$ cat src/rtl/seq_arith_unit_if.sv
// seq_arith_unit_if: request/response bundle between the CPU control FSM and seq_arith_unit.
interface seq_arith_unit_if #(parameter int WIDTH = 16);
    logic                 in_valid;
    logic                 in_ready;
    logic [WIDTH-1:0]     a;
    logic [WIDTH-1:0]     b;
    logic [2:0]           opcode;
    logic [2*WIDTH-1:0]   result;
    logic [3:0]           status;
    logic                 out_valid;
    logic                 out_ready;
    modport master (output in_valid, a, b, opcode, out_ready,
                    input  in_ready, result, status, out_valid);
    modport slave  (input  in_valid, a, b, opcode, out_ready,
                    output in_ready, result, status, out_valid);
endinterface

$ cat src/rtl/seq_arith_unit.sv
// seq_arith_unit: multi-cycle unsigned add/sub/mul/div with valid/ready handshakes.
// mul is LSB-first shift-add, div is MSB-first restoring; both share the hi/lo registers.
module seq_arith_unit #(parameter int WIDTH = 16) (
    input logic            clk,
    input logic            rst_n,
    seq_arith_unit_if.slave io_bus
);
    localparam int CW = $clog2(WIDTH + 1);
    typedef enum logic [1:0] {S_IDLE, S_MUL, S_DIV, S_DONE} state_t;
    state_t               r_state, w_next;
    logic [CW-1:0]        r_cnt;
    logic [WIDTH-1:0]     r_hi, r_lo, r_b;
    logic [2*WIDTH-1:0]   r_result;
    logic [3:0]           r_status;
    logic [WIDTH:0]       w_sum, w_sh, w_trial, w_add, w_sub;
    logic [WIDTH-1:0]     w_hi_n, w_lo_n;
    logic [2*WIDTH-1:0]   w_q_res;
    logic                 w_accept, w_last, w_bz, w_ill, w_q_carry;

    assign w_accept = (r_state == S_IDLE) && io_bus.in_valid;
    assign w_last   = r_cnt == CW'(1);
    assign w_bz     = io_bus.b == '0;
    assign w_ill    = io_bus.opcode[2];

    always_comb begin
        w_sum   = {1'b0, r_hi} + (r_lo[0] ? {1'b0, r_b} : '0);
        w_sh    = {r_hi, r_lo[WIDTH-1]};
        w_trial = w_sh - {1'b0, r_b};
        // bit WIDTH of the trial difference is the restoring-divide borrow
        w_hi_n  = (r_state == S_MUL) ? w_sum[WIDTH:1]
                : (w_trial[WIDTH] ? w_sh[WIDTH-1:0] : w_trial[WIDTH-1:0]);
        w_lo_n  = (r_state == S_MUL) ? {w_sum[0], r_lo[WIDTH-1:1]}
                : {r_lo[WIDTH-2:0], ~w_trial[WIDTH]};
        w_add   = {1'b0, io_bus.a} + {1'b0, io_bus.b};
        w_sub   = {1'b0, io_bus.a} - {1'b0, io_bus.b};
        // only add, sub, div-by-zero and illegal take the single-cycle path
        w_q_res   = w_ill ? '0 : io_bus.opcode[1] ? '1
                  : {{WIDTH{1'b0}}, io_bus.opcode[0] ? w_sub[WIDTH-1:0] : w_add[WIDTH-1:0]};
        w_q_carry = !w_ill && !io_bus.opcode[1] && (io_bus.opcode[0] ? w_sub[WIDTH] : w_add[WIDTH]);
        w_next  = r_state;
        case (r_state)
            S_IDLE:  w_next = !io_bus.in_valid ? S_IDLE
                            : (io_bus.opcode == 3'd2) ? S_MUL
                            : (io_bus.opcode == 3'd3 && !w_bz) ? S_DIV : S_DONE;
            S_DONE:  w_next = io_bus.out_ready ? S_IDLE : S_DONE;
            default: w_next = w_last ? S_DONE : r_state;
        endcase
    end

    always_ff @(posedge clk or negedge rst_n) begin
        if (!rst_n) r_state <= S_IDLE;
        else        r_state <= w_next;
    end

    always_ff @(posedge clk or negedge rst_n) begin
        if (!rst_n) begin
            r_cnt    <= '0;
            r_hi     <= '0;
            r_lo     <= '0;
            r_b      <= '0;
            r_result <= '0;
            r_status <= '0;
        end else if (w_accept) begin
            r_cnt <= CW'(WIDTH);
            r_hi  <= '0;
            r_lo  <= io_bus.a;
            r_b   <= io_bus.b;
            if (w_next == S_DONE) begin
                r_result <= w_q_res;
                r_status <= {w_ill, !w_ill && io_bus.opcode[1], w_q_res == '0, w_q_carry};
            end
        end else if (r_state == S_MUL || r_state == S_DIV) begin
            r_cnt <= r_cnt - CW'(1);
            r_hi  <= w_hi_n;
            r_lo  <= w_lo_n;
            if (w_last) begin
                r_result <= {w_hi_n, w_lo_n};
                r_status <= {2'b00, {w_hi_n, w_lo_n} == '0, 1'b0};
            end
        end
    end

    assign io_bus.in_ready  = r_state == S_IDLE;
    assign io_bus.out_valid = r_state == S_DONE;
    assign io_bus.result    = r_result;
    assign io_bus.status    = r_status;
endmodule

$ cat src/flat_wrapper.sv
// flat-port wrapper written by rule: the top's interface ports become plain ports
module seq_arith_unit_flat 
#(parameter int WIDTH = 16)
  (clk, rst_n, io_bus_in_valid, io_bus_a, io_bus_b, io_bus_opcode, io_bus_out_ready, io_bus_in_ready, io_bus_result, io_bus_status, io_bus_out_valid);
  seq_arith_unit_if #(.WIDTH(WIDTH)) io_bus_i ();
  input logic clk;
  input logic rst_n;
  input wire logic [$bits(io_bus_i.in_valid)-1:0] io_bus_in_valid;
  input wire logic [$bits(io_bus_i.a)-1:0] io_bus_a;
  input wire logic [$bits(io_bus_i.b)-1:0] io_bus_b;
  input wire logic [$bits(io_bus_i.opcode)-1:0] io_bus_opcode;
  input wire logic [$bits(io_bus_i.out_ready)-1:0] io_bus_out_ready;
  output wire logic [$bits(io_bus_i.in_ready)-1:0] io_bus_in_ready;
  output wire logic [$bits(io_bus_i.result)-1:0] io_bus_result;
  output wire logic [$bits(io_bus_i.status)-1:0] io_bus_status;
  output wire logic [$bits(io_bus_i.out_valid)-1:0] io_bus_out_valid;
  assign io_bus_i.in_valid = io_bus_in_valid;
  assign io_bus_i.a = io_bus_a;
  assign io_bus_i.b = io_bus_b;
  assign io_bus_i.opcode = io_bus_opcode;
  assign io_bus_i.out_ready = io_bus_out_ready;
  assign io_bus_in_ready = io_bus_i.in_ready;
  assign io_bus_result = io_bus_i.result;
  assign io_bus_status = io_bus_i.status;
  assign io_bus_out_valid = io_bus_i.out_valid;
  seq_arith_unit #(.WIDTH(WIDTH)) u_core (.clk(clk), .rst_n(rst_n), .io_bus(io_bus_i));
endmodule
$ cat config.mk
export PLATFORM = sky130hd
export DESIGN_NAME = seq_arith_unit_flat
export DESIGN_NICKNAME = d
export VERILOG_FILES = /design/src/rtl/seq_arith_unit_if.sv /design/src/rtl/seq_arith_unit.sv /design/src/flat_wrapper.sv
export SDC_FILE = /design/constraint.sdc
export NUM_CORES = 1
export LEC_CHECK = 0
export CAP_MARGIN = 20
export CORE_MARGIN = 1.5
export CORE_UTILIZATION = 60
export CTS_CLUSTER_SIZE = 25
export DETAILED_ROUTE_END_ITERATION = 12
export DONT_BUFFER_PORTS = 1
export PLACE_DENSITY = 0.83
export REMOVE_ABC_BUFFERS = 1
export SLEW_MARGIN = 25
export SYNTH_ARGS = -nofsm -noshare
export SYNTH_HDL_FRONTEND = slang
export SYNTH_SLANG_ARGS = --single-unit
$ cat constraint.sdc
create_clock -name clk -period 5.3 [get_ports clk]
set_input_delay 1.06 -clock clk [delete_from_list [all_inputs] [get_ports clk]]
set_output_delay 1.06 -clock clk [all_outputs]
set_load 0.05 [all_outputs]
-- Yosys cells after proc, flatten, opt, wreduce, memory -nomap -nowiden
Index checks and enable logic that the tools add are counted.
- bits in registers: 91
- word-level logic and storage cells: 65
- $add $sub $neg: 5
- equality and inequality tests: 8
- muxes and demuxes: 28
- bitwise operators: 1
- reduce and logical (&&, ||, !) cells: 16
- operators by type and width (operator ; number):
    $mux 32 ; 6
    $mux 16 ; 9
    $logic_not 32->1 ; 2
    $add 16x16->17 ; 1
    $add 16x17->17 ; 1
    $sub 16x16->17 ; 1
    $sub 17x16->17 ; 1
    $logic_not 16->1 ; 1
    $mux 4 ; 4
    $mux 5 ; 2
    $mux 2 ; 4
    $eq 2x2->1 const B ; 3
    $eq 3x2->1 const B ; 2
    $eq 5x1->1 const B ; 1
    $logic_and 1x1->1 ; 5
    $sub 5x1->5 const B ; 1
    $pmux 2 s2 ; 1
    $reduce_bool 2->1 ; 2
    $logic_not 1->1 ; 3
    $reduce_and 3->1 ; 1
    $eq 2x1->1 const B ; 1
    $logic_not 2->1 ; 1
    $mux 1 ; 2
    $ne 2x2->1 const B ; 1
    2 further kinds ; 2

-- Longest topological paths before layout
Gate-level depths: netlist (run 1).
- word-level depth: 10
- mapped depth: 15

-- Least setup slack after synthesis (run 1)
No wires, ideal clock.
- path kind: input to register
- start point: input port io_bus_b[3]
- end point: register u_core.r_status[1], in the netlist u_core.io_bus.status[1]
- setup time: 124 ps
- arrival: 3373 ps
- required time: 5176 ps
- setup slack: 1803 ps
- stages on the path: 12
- buffers on the path: 1
- path through: inv_1 -> ha_1 -> clkbuf_1 -> or2_2 -> o311ai_1 -> a31oi_1 -> o21a_1 -> a211oi_1 -> mux2i_1 -> a21oi_1 -> a22oi_1 -> nand2_1
- cells in the longest elaborated chain, start to end: 10
- elaborated cells between the ends (all ways): 18
- classes of those cells: 2 x add/sub; 2 x eq/ne; 9 x mux; 5 x reduce/logical
- RTL lines (element ; RTL line ; text):
    start, declared ; flat_wrapper.sv:10 ; input wire logic [$bits(io_bus_i.b)-1:0] io_bus_b;
    parallel branches: the longest is 10 deep, another holds $add 16x16->17 ; -- ;
    end signal, assigned ; seq_arith_unit.sv:70 ; r_status <= {w_ill, !w_ill && io_bus.opcode[1], w_q_res == '0, w_q_carry};
    end signal, assigned ; seq_arith_unit.sv:78 ; r_status <= {2'b00, {w_hi_n, w_lo_n} == '0, 1'b0};
    end, declared ; seq_arith_unit.sv:14 ; logic [3:0] r_status;
Several ways; the timed one is not identified. The select of a mux whose other input is x is not followed.
A chain may end at the register's enable or synchronous reset.

-- Final worst setup path (run 1)
- start point: register u_core.r_lo[15]
- end point: register u_core.r_status[1], in the netlist u_core.io_bus.status[1]
- cells in the longest elaborated chain, start to end: 7
- elaborated cells between the ends (all ways): 9
- classes of those cells: 1 x add/sub; 6 x mux; 1 x bitwise; 1 x reduce/logical
- RTL lines (element ; RTL line ; text):
    start, declared ; seq_arith_unit.sv:12 ; logic [WIDTH-1:0] r_hi, r_lo, r_b;
    start signal, assigned ; seq_arith_unit.sv:66 ; r_lo <= io_bus.a;
    start signal, assigned ; seq_arith_unit.sv:75 ; r_lo <= w_lo_n;
    $sub 17x16->17 ; seq_arith_unit.sv:28 ; w_trial = w_sh - {1'b0, r_b};
    $mux 16 / $not 1->1 (equally long branches) ; seq_arith_unit.sv:31, seq_arith_unit.sv:33 ;
    $mux 16, on equally long branches ; seq_arith_unit.sv:30, seq_arith_unit.sv:32 ;
    $logic_not 32->1 * ; seq_arith_unit.sv:78 ;
    $mux 4 * ; seq_arith_unit.sv:76 ; if (w_last) begin
    $mux 4 * ; seq_arith_unit.sv:72 ; end else if (r_state == S_MUL || r_state == S_DIV) begin
    $mux 4 * ; seq_arith_unit.sv:63 ; end else if (w_accept) begin
Mark *: on every way between the ends. The rest lies on a longest branch, timed or not. The select of a mux whose other input is x is not followed.

==> results of run 1 <==
==> metal layers <==
layer	GRT usage	up-vias	wire, um	share of wire
met5	0	-	0	0
met4	0.134	0	843	0.035
met3	0.0675	70	2100	0.086
met2	0.574	379	11600	0.48
met1	0.447	3656	9850	0.40
li1	-	3576	-	-
==> through the flow <==
step           worst slack [ns]  utilization  setup TNS, ns  area [um^2]
5_1_grt                   0.936        0.643              0         8510
4_1_cts                    1.25        0.643              0         8510
3_3_place_gp               1.33        0.618              0         8180
3_5_place_dp               1.23        0.618              0         8180
6_report                   1.09        0.643              0         8510
2_1_floorplan            -0.199            -         -0.640         7910
==> state kept, by name, summed over array words and instances, names as in the netlist <==
signal,count
u_core.r_b,16
u_core.r_hi,16
u_core.io_bus.result,32
u_core.r_cnt,5
u_core.r_lo,16
u_core.io_bus.status,4
u_core.r_state,2
==> final timing paths <==
kind                                 start  depth (start not counted)                      end
min in group clk             u_core.r_b[0]                          2            u_core.r_b[0]
min                                  rst_n                          0          u_core.r_hi[15]
min reg2reg                  u_core.r_b[0]                          2            u_core.r_b[0]
max in group asynchronous            rst_n                          0            u_core.r_b[5]
max reg2reg                u_core.r_lo[15]                         13  u_core.io_bus.status[1]
max                        u_core.r_lo[15]                         13  u_core.io_bus.status[1]
==> worst max-delay path: stages (launching register included) <==
cell      delay [ns]
dfrtp_1         0.43
inv_1           0.06
ha_1            0.22
fa_1            0.41
nor2b_1         0.17
o211ai_1        0.14
a211oi_2        0.48
nor4_2          0.15
nor3_2          0.67
nor3_1          0.10
a311oi_1        0.46
nor4bb_1        0.60
nand4_1         0.16
nand2_1         0.09
==> cell usage after synthesis (5+ instances only) <==
library cell / count / area share
a211oi_1: 18 / 0.017
a21o_1: 12 / 0.011
a21oi_1: 58 / 0.036
a221o_1: 11 / 0.014
a311oi_1: 7 / 0.0075
a31oi_1: 11 / 0.0084
and2_1: 23 / 0.018
and3_1: 10 / 0.0077
buf_1: 7 / 0.0032
clkbuf_1: 45 / 0.021
dfrtp_1: 91 / 0.28
ha_1: 69 / 0.11
inv_1: 65 / 0.030
mux2i_1: 41 / 0.050
nand2_1: 117 / 0.054
nand2b_1: 6 / 0.0046
nand3_1: 16 / 0.0098
nand4_1: 10 / 0.0077
nor2_1: 75 / 0.035
nor2b_1: 18 / 0.014
nor3_1: 17 / 0.010
nor4_1: 14 / 0.011
o2111ai_1: 5 / 0.0054
o211ai_1: 10 / 0.0092
o21a_1: 12 / 0.011
o21ai_0: 99 / 0.061
o311ai_0: 5 / 0.0054
o31ai_1: 7 / 0.0065
or2_2: 6 / 0.0046
or3_1: 5 / 0.0038
xnor2_1: 22 / 0.024
xor2_1: 6 / 0.0065
==> logic make-up (layout without fill, tap and decap cells) <==
group	after synthesis	in the layout
adder cells (fa/ha/maj)	73	73
AND/OR/NAND/NOR	337	337
AO/OA/AOI/OAI	313	313
flip-flops	91	91
buffers and inverters	124	87
XOR/XNOR	28	28
multiplexers	44	44
==> layout make-up <==
type	instances	area (um^2)	share of cell area
Multi-Input combinational cell	795	5400	0.635
Timing Repair Buffer	5	37.5	0.00441
Clock buffer	10	239	0.0281
Sequential cell	91	2280	0.268
Clock inverter	6	87.6	0.0103
Inverter	66	248	0.0291
Tap cell	176	220	0.0259
==> power by group <==
part           total (W)  switching (W)  internal (W)  leakage, nW
Sequential       0.00175       0.000719       0.00103         1.12
Clock           0.000717       0.000290      0.000427        0.163
Combinational    0.00424        0.00262       0.00163         2.52
Total            0.00671        0.00362       0.00309         3.80
==> impl_metrics.json, run 1 <==
{
  "status": "finished clean",
  "syn_area_per_cell_um2": 8.06,
  "drive_above_1_share": 0.0534,
  "synth-async-reset-ratio": 1.00,
  "die_x_um": 120,
  "io_pins": 77,
  "grt_max_degree": 92,
  "regToRegSetupSlack_ns": 1.09,
  "drt_iter0_drc": 893,
  "cts-root-buf": "clkbuf_16",
  "fin_worst_skew_ns": 0.00675,
  "grt_pass1_wl_um": 39100,
  "drv_slew": 0,
  "globalRouteOverflowTotal": 0,
  "hold_class": "primary input to asynchronous set/reset pin",
  "finalPower_w": 0.00671,
  "antenna_found_initial": 0,
  "synth_xor_area_frac": 0.0301,
  "fillCellCount": 1184,
  "syn2layout_area_growth_pct": 4.47,
  "ys_seq_elements": 91,
  "row_count": 42,
  "cts_hold_buf": 0,
  "fin_nets": 1080,
  "cts_resized": 0,
  "post-route-period-util": 0.793,
  "drv_cap": 0,
  "final_common_cell": "nand2_1",
  "p_leak_nw": 3.80,
  "syn_inst": 1010,
  "final_antenna_net_count": 0,
  "hold_ws_ns": 0.401,
  "hpwl_um": 17800,
  "wl_um": 24400,
  "grt_pass1_vias": 7390,
  "yosysSeqAreaShare": 0.280,
  "post-cts-setup-buffers": 0,
  "cts.reportedPaths.clkPinSlew_ns": 0.06,
  "rsz0062_at_grt": "false",
  "synth_top_family_by_area": "compound AO/OA/AOI/OAI gates",
  "vias": 7681,
  "yosys_warnings": 0,
  "worst-setup-path-type": "flop to flop",
  "synth_compound_area_frac": 0.257,
  "ir_worst_vdd_uv": 329,
  "worst_pin_slew_ns": 0.818,
  "layoutNonFillerInstCount": 1149,
  "cts_sinks": 91,
  "placedCellCount": 1133,
  "cp.arrival_ns": 4.50,
  "vias_per_cell": 6.68,
  "cp.required_ns": 5.59,
  "ys.flop_type": "dfrtp_1",
  "synth_adder_area_share": 0.116,
  "dieArea_um2": 14300,
  "end_kind": "flop",
  "cts_buffers": 9,
  "fin_crit_ns": 4.21,
  "clk_latency_ns": 0.35,
  "cts_tree": "done",
  "synthMuxAreaShare": 0.0545,
  "yosys.area_share.simple": 0.203,
  "clockBufferDepth": 2,
  "place_congestion": 1.01,
  "power_density_nw_per_um2": 789,
  "dr.pass1.iters": 8,
  "num_antenna_cells": 0,
  "layout_common_cells": "nand2_1, o21ai_0, dfrtp_1",
  "finalHoldViolCount": 0,
  "syn_area_um2": 8150,
  "io_buffers": 0,
  "synth_enable_flop_cells": 0,
  "die_h_um": 120,
  "synth.distinct_cells": 84,
  "post-route-drc-count": 0,
  "critPathLaunchType": "flop",
  "timing.fmax_ghz": 0.238,
  "grt_usage": 0.346,
  "design.core.area_um2": 13200,
  "slew_headroom": 0.455,
  "cts-htree-levels": 3,
  "setup_viol": 0,
  "critPathMaxFanout": 12,
  "initial_utilization": 0.615,
  "drt-wirelength-per-cell_um": 21.2
}
(Power assumes the default switching activity.)
==> run 2, diff against run 1 <==
Settings changed: ABC_AREA from default to 1.
Clock period 5.3 ns to 4.27 ns, I/O delays scaled along.
==> run 2 against run 1 <==
Clock power is 22% higher. Global-route usage is 0.17 points higher. Sequential share of layout area is 1.0 points lower. Critical endpoint unchanged. Largest cell class unchanged.
==> impl_metrics.json, run 2 <==
{
  "netlist_top_cells_count": "nand2_1, inv_1, nor2_1",
  "end_kind": "flop",
  "yosys_warnings": 0,
  "syn_inst": 1320,
  "grt_pass1_wl_um": 40200,
  "cts_tree": "done",
  "status": "finished clean",
  "final_common_cell": "nand2_1",
  "grt_max_degree": 92,
  "largest_reg_flops": 32,
  "synth_xor_area_frac": 0.0125,
  "io_pins": 77,
  "drv_cap": 0,
  "worst_pin_slew_ns": 0.684,
  "grt_pass1_vias": 8414,
  "synth.area.top_cells": "dfrtp_1, nand2_1, ha_1",
  "syn2layout_area_growth_pct": 5.10,
  "hpwl_um": 19500,
  "route.met2.wl_um": 11600,
  "post-cts-setup-buffers": 0,
  "cts_resized": 0,
  "rsz0062_at_grt": "false",
  "place_congestion": 0.989,
  "drt_iter0_drc": 749,
  "finalHoldViolCount": 0,
  "setup_viol": 0,
  "syn_area_um2": 8420,
  "cp.required_ns": 4.56,
  "synth-async-reset-ratio": 1.00,
  "globalRouteOverflowTotal": 0,
  "hold_class": "primary input to asynchronous set/reset pin",
  "worst_slack_ns": 1.12,
  "synth_top_family_by_area": "simple AND/OR/NAND/NOR gates",
  "dr.pass1.iters": 5,
  "drv_slew": 0,
  "synth.distinct_cells": 45,
  "cp.arrival_ns": 3.44,
  "synth_adder_area_share": 0.112,
  "cts.reportedPaths.clkPinSlew_ns": 0.07,
  "timing.fmax_ghz": 0.317,
  "drt-wirelength-per-cell_um": 16.6,
  "yosys.area_share.simple": 0.347,
  "hold_ws_ns": 0.196,
  "vias_per_cell": 5.82,
  "post-place-ws_ns": 1.13,
  "yosysSeqAreaShare": 0.271,
  "die_x_um": 121,
  "cts_sinks": 91,
  "fin_crit_ns": 3.15,
  "final_antenna_net_count": 0,
  "p_leak_nw": 4.78,
  "layout_common_cells": "nand2_1, inv_1, nor2_1",
  "synth_enable_flop_cells": 0,
  "antenna_found_initial": 0,
  "post-route-period-util": 0.738,
  "worst-setup-path-type": "flop to flop",
  "ys.flop_type": "dfrtp_1",
  "yosysTopAreaCellShare": 0.271,
  "cts-htree-levels": 3,
  "critPathLaunchType": "flop",
  "drive_above_1_share": 0.0452,
  "synthMuxAreaShare": 0.00238,
  "row_count": 43,
  "yosysTopAreaCell": "dfrtp_1",
  "grt_usage": 0.348,
  "ir_worst_vdd_uv": 300,
  "io_buffers": 0,
  "vias": 8645,
  "design.core.area_um2": 13800,
  "fillCellCount": 1338,
  "wl_met1_um": 10000,
  "power_density_nw_per_um2": 881,
  "met3_length_um": 1810,
  "ys_seq_elements": 91,
  "syn_area_per_cell_um2": 6.38,
  "critPathMaxFanout": 18,
  "cts_hold_buf": 0,
  "synth_most_common_cell": "nand2_1",
  "highest_layer": "met4",
  "fin_worst_skew_ns": 0.00793,
  "slew_headroom": 0.543,
  "synth_compound_area_frac": 0.152,
  "fin_nets": 1412,
  "clk_latency_ns": 0.35,
  "num_antenna_cells": 0,
  "die_h_um": 121,
  "clockBufferDepth": 2,
  "cts-root-buf": "clkbuf_16",
  "wl_um": 24700,
  "initial_utilization": 0.611,
  "cts_buffers": 9,
  "post-route-drc-count": 0,
  "dieArea_um2": 14700
}
[run 2: kinds of logic after synthesis]
logic type,after synthesis
buf+inv,220
simple gates,685
compound gates,237
flops,91
mux,2
fa+ha+maj,73
xor+xnor,12
[run 2: worst paths after layout]
kind,cells after the start,slack [ns],endpoint,start
setup / recovery,20,1.12,u_core.io_bus.status[1],u_core.r_lo[0]
hold / removal,0,0.20,u_core.io_bus.result[27],rst_n
setup reg to reg,20,1.12,u_core.io_bus.status[1],u_core.r_lo[0]
hold reg to reg,1,0.49,u_core.r_cnt[2],u_core.r_cnt[2]
max in group asynchronous,0,3.92,u_core.r_lo[8],rst_n
min in group clk,1,0.49,u_core.r_cnt[2],u_core.r_cnt[2]
[run 2: cell type report]
class,count,area (um^2),share of cell area
clock inverter,7,98.8,0.0112
clock buffer,9,225,0.0255
sequential,91,2280,0.257
multi-input combinational,1009,5280,0.596
timing repair buffer,9,67.6,0.00764
inverter,180,676,0.0764
tap,180,225,0.0255
[run 2: routing by layer]
| metal | GRT usage | vias up |
|---|---|---|
| li1 | - | 4248 |
| met1 | 0.428 | 3963 |
| met2 | 0.588 | 350 |
| met3 | 0.0498 | 84 |
| met4 | 0.185 | 0 |
| met5 | 0 | - |
[run 2: where the power goes]
group	switching [W]	internal, W	leakage, nW
sequential	0.000918	0.00127	1.13
combinational	0.00318	0.00155	3.50
clock	0.000355	0.000517	0.156
[run 2: stage by stage]
step,instance area (um^2),utilization,cells,power (W),TNS [ns]
after floorplan,8220,-,1280,0.00559,-51.62
after global placement,8520,0.618,1469,0.00674,0
after detailed placement,8520,0.618,1469,0.00683,0
after CTS,8840,0.642,1485,0.00773,0
after global routing,8840,0.642,1485,0.00850,0
final,8840,0.642,1485,0.00780,0
[run 2: worst max-delay path: stages (launching register included)]
cell,delay [ns]
dfrtp_1,0.78
nand2_1,0.10
inv_1,0.08
ha_1,0.19
inv_1,0.07
fa_1,0.44
inv_1,0.08
nand3_1,0.07
nand2_1,0.16
a21oi_1,0.12
o21ai_0,0.20
xor2_1,0.09
nand2_1,0.07
nand2_1,0.07
nor2_1,0.14
nand2_1,0.07
nor2_1,0.10
nand3_1,0.09
nand2_1,0.07
nand2_1,0.04
nand2_1,0.06
